--- src/rtl/video_avs_pkg.sv ---
`default_nettype none
// ============================================================================
// Module   : video_avs_pkg
// Purpose  : Shared definitions for the video core Avalon-MM register block.
//            The system control initiator uses the same map and CTRL layout.
// Contents : register word addresses, CTRL bit indices, CTRL struct,
//            pending-commit state encoding, STATUS field positions.
// Revision : 1.0 - initial release
// ============================================================================
package video_avs_pkg;

   // Register word addresses. Only address[1:0] is decoded.
   localparam logic [1:0] REG_CTRL   = 2'd0;
   localparam logic [1:0] REG_PARAM  = 2'd1;
   localparam logic [1:0] REG_STATUS = 2'd2;
   localparam logic [1:0] REG_ID     = 2'd3;

   // CTRL bit positions
   localparam int CTRL_BYPASS_BIT = 0;

   // STATUS field positions
   localparam int FRAME_CNT_W        = 16;
   localparam int STATUS_PENDING_BIT = 16;

   // CTRL layout: bit 0 is bypass, the rest is stored and read back only.
   typedef struct packed {
      logic [30:0] reserved;
      logic        bypass;
   } ctrl_t;

   // Commit tracker: IDLE means staged == active, PENDING awaits a commit.
   typedef enum logic [0:0] {
      ST_IDLE    = 1'b0,
      ST_PENDING = 1'b1
   } pend_state_t;

endpackage
`default_nettype wire

--- src/rtl/video_core_avs_regs_if.sv ---
`default_nettype none
// ============================================================================
// Module   : video_core_avs_regs_if
// Purpose  : Avalon-MM bus bundle between the system control initiator
//            (master) and a video core register block (slave).
// Signals  : avs_address[ADDR_W], avs_write, avs_writedata[32], avs_read
//            (master->slave); avs_readdata[32], avs_readdatavalid
//            (slave->master). No waitrequest: every access is accepted.
// Revision : 1.0 - initial release
// ============================================================================
interface video_core_avs_regs_if #(
   parameter int ADDR_W = 2
);
   logic [ADDR_W-1:0] avs_address;
   logic              avs_write;
   logic [31:0]       avs_writedata;
   logic              avs_read;
   logic [31:0]       avs_readdata;
   logic              avs_readdatavalid;

   modport master (
      output avs_address, avs_write, avs_writedata, avs_read,
      input  avs_readdata, avs_readdatavalid
   );

   modport slave (
      input  avs_address, avs_write, avs_writedata, avs_read,
      output avs_readdata, avs_readdatavalid
   );
endinterface
`default_nettype wire

--- src/rtl/video_shadow_reg.sv ---
`default_nettype none
// ============================================================================
// Module   : video_shadow_reg
// Purpose  : Staged/active register pair. Writes land in the staged copy;
//            commit copies staged into active. When write and commit share
//            an edge, active receives the pre-write staged value.
// Ports    : sys_clk, sys_rst (sync, active-low), wr_en, wr_data[WIDTH],
//            commit, staged[WIDTH], active[ACT_W] (low bits of staged only,
//            since the datapath may consume just part of the register).
// Revision : 1.0 - initial release
// ============================================================================
module video_shadow_reg #(
   parameter int               WIDTH   = 32,
   parameter int               ACT_W   = 32,
   parameter logic [WIDTH-1:0] RST_VAL = '0
) (
   input  logic             sys_clk,
   input  logic             sys_rst,
   input  logic             wr_en,
   input  logic [WIDTH-1:0] wr_data,
   input  logic             commit,
   output logic [WIDTH-1:0] staged,
   output logic [ACT_W-1:0] active
);

   localparam logic [ACT_W-1:0] ACT_RST = RST_VAL[ACT_W-1:0];

   always_ff @(posedge sys_clk) begin
      if (!sys_rst) begin
         staged <= RST_VAL;
         active <= ACT_RST;
      end else begin
         if (wr_en) begin
            staged <= wr_data;
         end
         // Non-blocking read of staged gives the pre-write value on a shared edge.
         if (commit) begin
            active <= staged[ACT_W-1:0];
         end
      end
   end

endmodule
`default_nettype wire

--- src/rtl/video_core_avs_regs.sv ---
`default_nettype none
// ============================================================================
// Module   : video_core_avs_regs
// Purpose  : Avalon-MM responder register block for a video pipeline core.
//            Staged CTRL/PARAM are committed to the active copy either on
//            frame_start (FRAME_SYNC=1) or on the edge after a write
//            (FRAME_SYNC=0). Reads return with a fixed one-cycle latency.
// Ports    : sys_clk, sys_rst (sync, active-low), avs (bus slave modport),
//            frame_start (1-cycle pulse), core_bypass, core_param[32],
//            update_pending.
// Map      : 0 CTRL (RW), 1 PARAM (RW), 2 STATUS (RO), 3 ID (RO).
// Revision : 1.0 - initial release
// ============================================================================
module video_core_avs_regs
   import video_avs_pkg::*;
#(
   parameter int          ADDR_W     = 2,
   parameter logic [31:0] CORE_ID    = 32'h0000_0000,
   parameter bit          FRAME_SYNC = 1'b1,
   parameter logic [31:0] CTRL_RST   = 32'h0000_0001,
   parameter logic [31:0] PARAM_RST  = 32'h0000_0000
) (
   input  logic                  sys_clk,
   input  logic                  sys_rst,
   video_core_avs_regs_if.slave  avs,
   input  logic                  frame_start,
   output logic                  core_bypass,
   output logic [31:0]           core_param,
   output logic                  update_pending
);

   // ------------------------------------------------------------------
   // Address decode: bits above [1:0] are ignored.
   // ------------------------------------------------------------------
   logic [ADDR_W-1:0] addr;
   logic [1:0]        reg_sel;
   logic              wr_ctrl;
   logic              wr_param;
   logic              wr_any;
   logic              rd_accept;

   assign addr     = avs.avs_address;
   assign reg_sel  = addr[1:0];
   assign wr_ctrl  = avs.avs_write && (reg_sel == REG_CTRL);
   assign wr_param = avs.avs_write && (reg_sel == REG_PARAM);
   assign wr_any   = wr_ctrl || wr_param;
   // A read colliding with a write is dropped.
   assign rd_accept = avs.avs_read && !avs.avs_write;

   // ------------------------------------------------------------------
   // Commit decision
   // ------------------------------------------------------------------
   pend_state_t state;
   logic        commit;

   generate
      if (FRAME_SYNC) begin : g_frame_commit
         assign commit = frame_start && (state == ST_PENDING);
      end else begin : g_write_commit
         assign commit = (state == ST_PENDING);
      end
   endgenerate

   // ------------------------------------------------------------------
   // Shadow register pairs
   // ------------------------------------------------------------------
   logic [31:0] ctrl_staged_vec;
   logic [0:0]  ctrl_active;
   logic [31:0] param_staged;
   ctrl_t       ctrl_staged;

   video_shadow_reg #(
      .WIDTH   (32),
      .ACT_W   (1),
      .RST_VAL (CTRL_RST)
   ) u_ctrl (
      .sys_clk (sys_clk),
      .sys_rst (sys_rst),
      .wr_en   (wr_ctrl),
      .wr_data (avs.avs_writedata),
      .commit  (commit),
      .staged  (ctrl_staged_vec),
      .active  (ctrl_active)
   );

   video_shadow_reg #(
      .WIDTH   (32),
      .ACT_W   (32),
      .RST_VAL (PARAM_RST)
   ) u_param (
      .sys_clk (sys_clk),
      .sys_rst (sys_rst),
      .wr_en   (wr_param),
      .wr_data (avs.avs_writedata),
      .commit  (commit),
      .staged  (param_staged),
      .active  (core_param)
   );

   assign ctrl_staged = ctrl_t'(ctrl_staged_vec);
   assign core_bypass = ctrl_active[CTRL_BYPASS_BIT];

   // ------------------------------------------------------------------
   // Pending FSM: a write on the commit edge keeps the block pending so
   // the newer staged value commits on the next opportunity.
   // ------------------------------------------------------------------
   always_ff @(posedge sys_clk) begin
      if (!sys_rst) begin
         state          <= ST_IDLE;
         update_pending <= 1'b0;
      end else begin
         case (state)
            ST_IDLE: begin
               if (wr_any) begin
                  state          <= ST_PENDING;
                  update_pending <= 1'b1;
               end
            end
            ST_PENDING: begin
               if (commit && !wr_any) begin
                  state          <= ST_IDLE;
                  update_pending <= 1'b0;
               end
            end
            default: begin
               state          <= ST_IDLE;
               update_pending <= 1'b0;
            end
         endcase
      end
   end

   // ------------------------------------------------------------------
   // Frame counter (wraps naturally at 16 bits)
   // ------------------------------------------------------------------
   logic [FRAME_CNT_W-1:0] frame_cnt;

   always_ff @(posedge sys_clk) begin
      if (!sys_rst) begin
         frame_cnt <= '0;
      end else if (frame_start) begin
         frame_cnt <= frame_cnt + 1'b1;
      end
   end

   // ------------------------------------------------------------------
   // Read-back path
   // ------------------------------------------------------------------
   logic [31:0] status_word;
   logic [31:0] rd_mux;

   always_comb begin
      status_word                          = '0;
      status_word[FRAME_CNT_W-1:0]         = frame_cnt;
      status_word[STATUS_PENDING_BIT]      = update_pending;
   end

   always_comb begin
      rd_mux = '0;
      case (reg_sel)
         REG_CTRL:   rd_mux = ctrl_staged;
         REG_PARAM:  rd_mux = param_staged;
         REG_STATUS: rd_mux = status_word;
         REG_ID:     rd_mux = CORE_ID;
         default:    rd_mux = '0;
      endcase
   end

   always_ff @(posedge sys_clk) begin
      if (!sys_rst) begin
         avs.avs_readdata      <= '0;
         avs.avs_readdatavalid <= 1'b0;
      end else begin
         avs.avs_readdatavalid <= rd_accept;
         if (rd_accept) begin
            avs.avs_readdata <= rd_mux;
         end
      end
   end

endmodule
`default_nettype wire

--- src/flat_wrapper.sv ---
// flat-port wrapper written by rule: the top's interface ports become plain ports
module video_core_avs_regs_flat import video_avs_pkg::*;
#(
   parameter int          ADDR_W     = 2,
   parameter logic [31:0] CORE_ID    = 32'h0000_0000,
   parameter bit          FRAME_SYNC = 1'b1,
   parameter logic [31:0] CTRL_RST   = 32'h0000_0001,
   parameter logic [31:0] PARAM_RST  = 32'h0000_0000
)
  (sys_clk, sys_rst, frame_start, core_bypass, core_param, update_pending, avs_avs_address, avs_avs_write, avs_avs_writedata, avs_avs_read, avs_avs_readdata, avs_avs_readdatavalid);
  video_core_avs_regs_if #(.ADDR_W(ADDR_W)) avs_i ();
  input  logic sys_clk;
  input  logic sys_rst;
  input  logic frame_start;
  output logic core_bypass;
  output logic [31:0] core_param;
  output logic update_pending;
  input wire logic [$bits(avs_i.avs_address)-1:0] avs_avs_address;
  input wire logic [$bits(avs_i.avs_write)-1:0] avs_avs_write;
  input wire logic [$bits(avs_i.avs_writedata)-1:0] avs_avs_writedata;
  input wire logic [$bits(avs_i.avs_read)-1:0] avs_avs_read;
  output wire logic [$bits(avs_i.avs_readdata)-1:0] avs_avs_readdata;
  output wire logic [$bits(avs_i.avs_readdatavalid)-1:0] avs_avs_readdatavalid;
  assign avs_i.avs_address = avs_avs_address;
  assign avs_i.avs_write = avs_avs_write;
  assign avs_i.avs_writedata = avs_avs_writedata;
  assign avs_i.avs_read = avs_avs_read;
  assign avs_avs_readdata = avs_i.avs_readdata;
  assign avs_avs_readdatavalid = avs_i.avs_readdatavalid;
  video_core_avs_regs #(.ADDR_W(ADDR_W), .CORE_ID(CORE_ID), .FRAME_SYNC(FRAME_SYNC), .CTRL_RST(CTRL_RST), .PARAM_RST(PARAM_RST)) u_core (.sys_clk(sys_clk), .sys_rst(sys_rst), .avs(avs_i), .frame_start(frame_start), .core_bypass(core_bypass), .core_param(core_param), .update_pending(update_pending));
endmodule
--- config.mk ---
export PLATFORM = sky130hd
export DESIGN_NAME = video_core_avs_regs_flat
export DESIGN_NICKNAME = d
export VERILOG_FILES = /design/src/rtl/video_avs_pkg.sv /design/src/rtl/video_core_avs_regs_if.sv /design/src/rtl/video_shadow_reg.sv /design/src/rtl/video_core_avs_regs.sv /design/src/flat_wrapper.sv
export SDC_FILE = /design/constraint.sdc
export NUM_CORES = 1
export LEC_CHECK = 0
export CAP_MARGIN = 40
export CORE_ASPECT_RATIO = 1.1
export CORE_MARGIN = 3
export CORE_UTILIZATION = 46
export CTS_CLUSTER_DIAMETER = 200
export CTS_CLUSTER_SIZE = 30
export DETAILED_ROUTE_END_ITERATION = 12
export GPL_TIMING_DRIVEN = 0
export PLACE_DENSITY = 0.8
export SYNTH_ARGS = -nofsm -noshare
export SYNTH_HDL_FRONTEND = slang
export SYNTH_HIERARCHICAL = 1
export SYNTH_SLANG_ARGS = --single-unit
--- constraint.sdc ---
create_clock -name sys_clk -period 1.75 [get_ports sys_clk]
set_clock_uncertainty 0.05 [all_clocks]
set_input_delay 0.2625 -clock sys_clk [delete_from_list [all_inputs] [get_ports sys_clk]]
set_output_delay 0.2625 -clock sys_clk [all_outputs]
set_load 0.005 [all_outputs]
==> results.yml, run 1 <==
timing:
  slew_violations: 0
  rsz0062_at_grt: "no"
  worst_hold_slack_ps: 386.0
  post-route-period-util: 0.9473
  slew-limit-headroom: 0.5901
  tightest_slew_ps: 613.8
  min_period_ps: 1658
  timing.fmax_mhz: 603.2
  finalHoldViolCount: 0
  setup_viol: 0
drt:
  drc: 0
  wl_met3_um: 591
  antenna_left: 0
  vias_per_cell: 5.096
  top_layer: "met4"
  vias: 4653
  drtPass1Iterations: 4
  wl_per_cell_um: 16.90
  dr_wl_met2_um: 7648
  wl_met1_um: 6897
  drtIter0Drc: 178
  routed_wl_um: 15430
critical_path:
  cp_max_fo: 10
  cp_data_arrival_time_ps: 1910
  worst_ep_required_time_ps: 2000
  end_kind: "flop"
  crit_type: "in2reg"
  worstSetupStartpointType: "input pin"
floorplanning:
  dieWidth_um: 117.2
  core_area_mm2: 0.01327
  die_y_um: 128.3
  boundaryPins: 106
  start_util: 0.4712
  dieArea_mm2: 0.01503
  rows: 44
cells_and_area:
  layout-drive-gt1-share: 0.1152
  area_growth_pct: 30.26
  nNetsFinal: 756
  diodes: 0
  seq_area_mm2: 0.002963
  fillers: 1102
  multiInputGateArea_mm2: 0.002897
clocking:
  ctsRootBufferMaster: "clkbuf_16"
  htreeDepth: 4
  cts_tree: "built"
  post-cts-setup-buffer-count: 0
  cts_num_sinks: 148
  insertion_delay_ps: 410
  cts_buffers: 17
  clock_path_buffers: 2
  cts_hold_buffers: 0
  clk_pin_slew_ps: 60
synth:
  synthSimpleGateAreaFrac: 0.1741
  synth-adder-area-share: 0.002001
  syn_inst: 593
  async_flop_share: 0
  synth_ff_type: "dfxtp_1"
  yosysMostFrequentCell: "dfxtp_1"
  yosys_warnings: 6
  synth_area_mm2: 0.006252
  ys_ff_latch: 148
  synthMuxAreaShare: 0.2175
  yosysSeqAreaShare: 0.4739
  synth-compound-area-share: 0.05563
  synth_xor_area_frac: 0.01401
  ys_types: 32
  syn_area_per_cell_um2: 10.54
  synth-edff-count: 0
  netlist.area_leader.share: 0.4739
  syn_nets: 633
  synth.top_cells.by_area: "dfxtp_1, mux2i_1, nor2b_1"
  synth_top_area_cell: "dfxtp_1"
  synth_common_cells: "dfxtp_1, mux2i_1, nor2b_1"
  synth_top_family_by_area: "multiplexers"
place:
  gp_congestion: 0.8583
  dp_hpwl_um: 10920
  portBuffers: 104
global_route:
  grt_pass1_vias: 4886
  grt_pass1_wl_um: 24830
  grt_overflow: 0
  grtUsageTotal: 0.2134
  grt_max_degree: 17
  antenna_found_initial: 0
hold_path:
  min-delay-path-class: "in2reg"
power_and_ir_drop:
  p_leak_nw: 2.899
  pwr_density_cell_mw_per_mm2: 974.1
  finalPower_mw: 7.933
  ir_drop_mv: 0.7348
run_status:
  status: "complete, no violations"
run:
  maxCapViolCount: 0
==> critical path, cell delays in order <==
cell and delay (ps):
clkdlybuf4s50_1 430, buf_2 200, nand2b_1 230, nor2_1 160, buf_6 170, buf_12 160, mux2i_1 230, nor2b_1 60
==> per-stage QoR <==
step | setup WS [ps] | setup TNS, ps | cell area (um^2) | instances | utilization
finish | 92.21 | 0 | 8144 | 913 | 0.6138
CTS | 23.45 | 0 | 8139 | 913 | 0.6134
detailed placement | -483.7 | -41230 | 7523 | 881 | 0.5671
global placement | -386.9 | -36180 | 7523 | 881 | 0.5671
global route | 50.11 | 0 | 8144 | 913 | 0.6138
floorplan | 322.9 | 0 | 6252 | 593 | -
==> report_power, final <==
part           leakage (nW)  total, mW  internal [mW]  switching, mW
Combinational          1.40      0.657          0.350          0.307
Clock                 0.299       3.76           2.30           1.46
Sequential             1.20       3.52           3.46         0.0620
==> area by class of cell <==
type | count | share of cell area
clock inverters | 14 | 0.02151
multi-input cells | 399 | 0.3557
inverters | 2 | 0.0009218
clock buffers | 18 | 0.05393
plain buffers | 44 | 0.04778
repair buffers | 104 | 0.1281
flip-flops and latches | 148 | 0.3638
well taps | 184 | 0.02827
==> cell usage in the layout, fill, tap and decap left out, drive strengths merged <==
cell	Yosys	layout
a211oi	18	18
dfxtp	148	148
a22oi	15	15
clkbuf	14	34
clkdlybuf4s50	0	103
clkinvlp	0	2
mux2i	119	119
nor2	67	67
xor2	7	7
nand2	10	10
o21ai	1	1
or3	1	1
nand3	4	4
and2	1	1
inv	2	6
a21oi	19	19
ha	1	1
nand4	7	7
buf	30	28
nor3	1	1
clkinv	0	5
and3	2	2
and4	4	4
nand2b	7	7
bufinv	0	3
nor2b	97	97
dlymetal6s2s	0	1
mux2	15	15
xnor2	3	3
==> kinds of logic (layout without fill, tap and decap cells) <==
group,count (synthesis),after routing
compound gates,53,53
xor+xnor,10,10
fa+ha+maj,1,1
buf+inv,46,182
flops,148,148
mux,134,134
simple gates,201,201
==> final timing paths <==
path	startpoint	to	slack (ps)	cells after the start
setup / recovery	avs_avs_address[1]	u_core/u_param/staged[21]	90	8
hold / removal	sys_rst	u_core/frame_cnt[14]	390	3
setup reg to reg	u_core/frame_cnt[3]	u_core/frame_cnt[11]	340	4
hold reg to reg	u_core/frame_cnt[15]	u_core/frame_cnt[15]	430	2
==> flip-flops by register name, indices dropped and copies added (netlist names) <==
register	count
u_core/avs.avs_readdatavalid	1
u_core/u_ctrl/staged	32
u_core/u_param/active	32
u_core/avs.avs_readdata	32
u_core/state	1
u_core/u_param/staged	32
u_core/frame_cnt	16
u_core/update_pending	1
u_core/u_ctrl/active	1
==> per-layer routing <==
metal	up-vias	global-route usage
met5	-	0
met4	0	0.07422
met3	24	0.05713
met2	109	0.3562
met1	2258	0.2635
li1	2262	-
==> timing repair <==
action,CTS,global route
endpoints found under the hold margin,0,0
resized for setup,1,3
endpoints found under the setup margin,10,73
Note: power is estimated with default switching activity, not from simulation.
==> run 2, diff against run 1 <==
--- a/config.mk
+++ b/config.mk
@@ -5,7 +5,7 @@
 export SDC_FILE = /design/constraint.sdc
 export NUM_CORES = 1
 export LEC_CHECK = 0
-export CAP_MARGIN = 40
+export CAP_MARGIN = 20
 export CORE_ASPECT_RATIO = 1.1
 export CORE_MARGIN = 3
 export CORE_UTILIZATION = 46
==> results of run 2 <==
No change in the layout: final DEF, timing and power equal those of run 1.
==> run 3, diff against run 2 <==
--- a/config.mk
+++ b/config.mk
@@ -6,14 +6,16 @@
 export NUM_CORES = 1
 export LEC_CHECK = 0
 export CAP_MARGIN = 20
+export CELL_PAD_IN_SITES_DETAIL_PLACEMENT = 1
+export CELL_PAD_IN_SITES_GLOBAL_PLACEMENT = 1
 export CORE_ASPECT_RATIO = 1.1
 export CORE_MARGIN = 3
-export CORE_UTILIZATION = 46
+export CORE_UTILIZATION = 41
 export CTS_CLUSTER_DIAMETER = 200
 export CTS_CLUSTER_SIZE = 30
 export DETAILED_ROUTE_END_ITERATION = 12
 export GPL_TIMING_DRIVEN = 0
-export PLACE_DENSITY = 0.8
+export PLACE_DENSITY = 0.88
 export SYNTH_ARGS = -nofsm -noshare
 export SYNTH_HDL_FRONTEND = slang
 export SYNTH_HIERARCHICAL = 1
==> results.yml, run 3 (same netlist as run 1, synthesis figures left out) <==
run_status:
  status: "complete, no violations"
critical_path:
  crit_chain: "clkdlybuf4s50_1"
  cpMaxStageDelayCell: "clkdlybuf4s50_1"
  cp_data_arrival_time_ps: 1350
  crit_type: "reg2out"
  path_delay_family: "buffers and inverters"
  critical_path.max_stage_delay_ps: 530
  worst-path-buf-inv: 1
  worstSetupStartpointType: "flop"
  cp_max_fo: 2
  end_kind: "output pin"
  worst_ep_required_time_ps: 1440
power_and_ir_drop:
  p_sw_frac: 0.2438
  power_switching_mw: 1.963
  ir_drop_mv: 0.6570
  p_seq_frac: 0.438
  combPwrFrac: 0.086
  p_leak_nw: 2.885
  power_frac_clock: 0.476
  p_int_mw: 6.089
  pwr_density_cell_mw_per_mm2: 985.7
place:
  gp_congestion: 0.8282
  post-place-ws_ps: -492.8
  dp_hpwl_um: 12950
  portBuffers: 104
drt:
  drc: 0
  vias: 4847
  wl_per_cell_um: 20.80
  drtIter0Drc: 271
  vias_per_cell: 5.263
  routed_wl_um: 19160
  antenna_left: 0
  drtPass1Iterations: 4
run:
  maxCapViolCount: 0
floorplanning:
  die_y_um: 135.5
  boundaryPins: 106
  dieArea_mm2: 0.01677
  dieWidth_um: 123.7
  core_area_mm2: 0.01468
  rows: 46
  start_util: 0.4260
timing:
  finalHoldViolCount: 0
  slew-limit-headroom: 0.5902
  setup-tns-final_ps: 0
  fin_ws_ps: 86.24
  slew_violations: 0
  tightest_slew_ps: 614.8
  setup_viol: 0
  timing.fmax_mhz: 601.0
  min_period_ps: 1664
  post-route-period-util: 0.9507
  rsz0062_at_grt: "no"
clocking:
  cts_hold_buffers: 0
  ctsRootBufferMaster: "clkbuf_16"
  htreeDepth: 4
  cts_buffers: 17
  insertion_delay_ps: 430
  cts_num_sinks: 148
  cts_tree: "built"
  clock_path_buffers: 2
  clk_pin_slew_ps: 60
cells_and_area:
  area_growth_pct: 30.66
  final_core_util: 0.5566
  nNetsFinal: 756
  layout-drive-gt1-share: 0.1180
  layout_commonest_cell: "dfxtp_1"
  diodes: 0
  final_cell_mix: "dfxtp_1, mux2i_1, clkdlybuf4s50_1"
global_route:
  antenna_found_initial: 0
  grt_pass1_wl_um: 30190
  grt_max_degree: 17
  grt_overflow: 0
  grt_pass1_vias: 5514
  grtUsageTotal: 0.2372
hold_path:
  min-delay-path-class: "in2reg"
-- run 3: changes by cell type in the layout (fill, tap and decap cells not counted), moves of 2 or more --
| cell | delta |
|---|---|
| buf_1 | +2 |
| nor2_1 | -2 |
| clkinv_2 | -3 |
| nor2_2 | +2 |
| clkbuf_2 | -2 |
| inv_6 | +2 |
-- run 3: layout make-up --
cell class	instances	area (um^2)
Buffer	44	386.6
Clock buffer	17	425.4
Clock inverter	15	193.9
Fill cell	1567	6507
Inverter	2	7.507
Multi-Input combinational cell	399	2913
Sequential cell	148	2963
Tap cell	192	240.2
Timing Repair Buffer	104	1040
-- run 3: layer usage --
layer / global-route usage / wire (um) / vias up
li1: - / - / 2266
met1: 0.2755 / 7787 / 2409
met2: 0.4166 / 10030 / 144
met3: 0.06224 / 930 / 28
met4: 0.08431 / 409 / 0
met5: 0 / 0 / -
-- run 3: per-stage QoR --
step / power (mW) / instances / area [um^2] / hold slack (ps)
finish: 8.052 / 921 / 8169 / 429.0
global route: 8.319 / 921 / 8169 / 416.5
CTS: 8.098 / 921 / 8155 / 399.6
detailed placement: 4.271 / 889 / 7533 / 427.7
global placement: 4.235 / 889 / 7533 / 406.1
floorplan: 3.963 / 593 / 6252 / 340.7
-- run 3: repair_timing --
item / in CTS / in global routing
setup endpoints to repair: 53 / 39
buffers inserted: 0 / 0
pin swaps: 0 / 0
resized for setup: 3 / 4
-- run 3: final timing paths --
kind,from,to,slack (ps),depth (start not counted)
max,u_core/avs.avs_readdata[13],avs_avs_readdata[13],90,1
min,avs_avs_address[0],u_core/avs.avs_readdata[5],430,5
max reg2reg,u_core/frame_cnt[0],u_core/frame_cnt[12],220,4
min reg2reg,u_core/frame_cnt[15],u_core/frame_cnt[15],450,2
-- run 3: power by group through the flow --
stage | registers [mW] | clock network [mW] | logic (mW)
after floorplan | 3.58 | 0 | 0.385
after global placement | 3.59 | 0 | 0.645
after detailed placement | 3.60 | 0 | 0.672
after CTS | 3.53 | 3.88 | 0.691
after global routing | 3.54 | 4.04 | 0.743
final | 3.53 | 3.83 | 0.694
-- run 3: tightest hold or removal path, stage by stage --
cell      delay, ps
buf_6           150
nor2b_2          60
buf_4           160
a21oi_1         140
a211oi_1         80
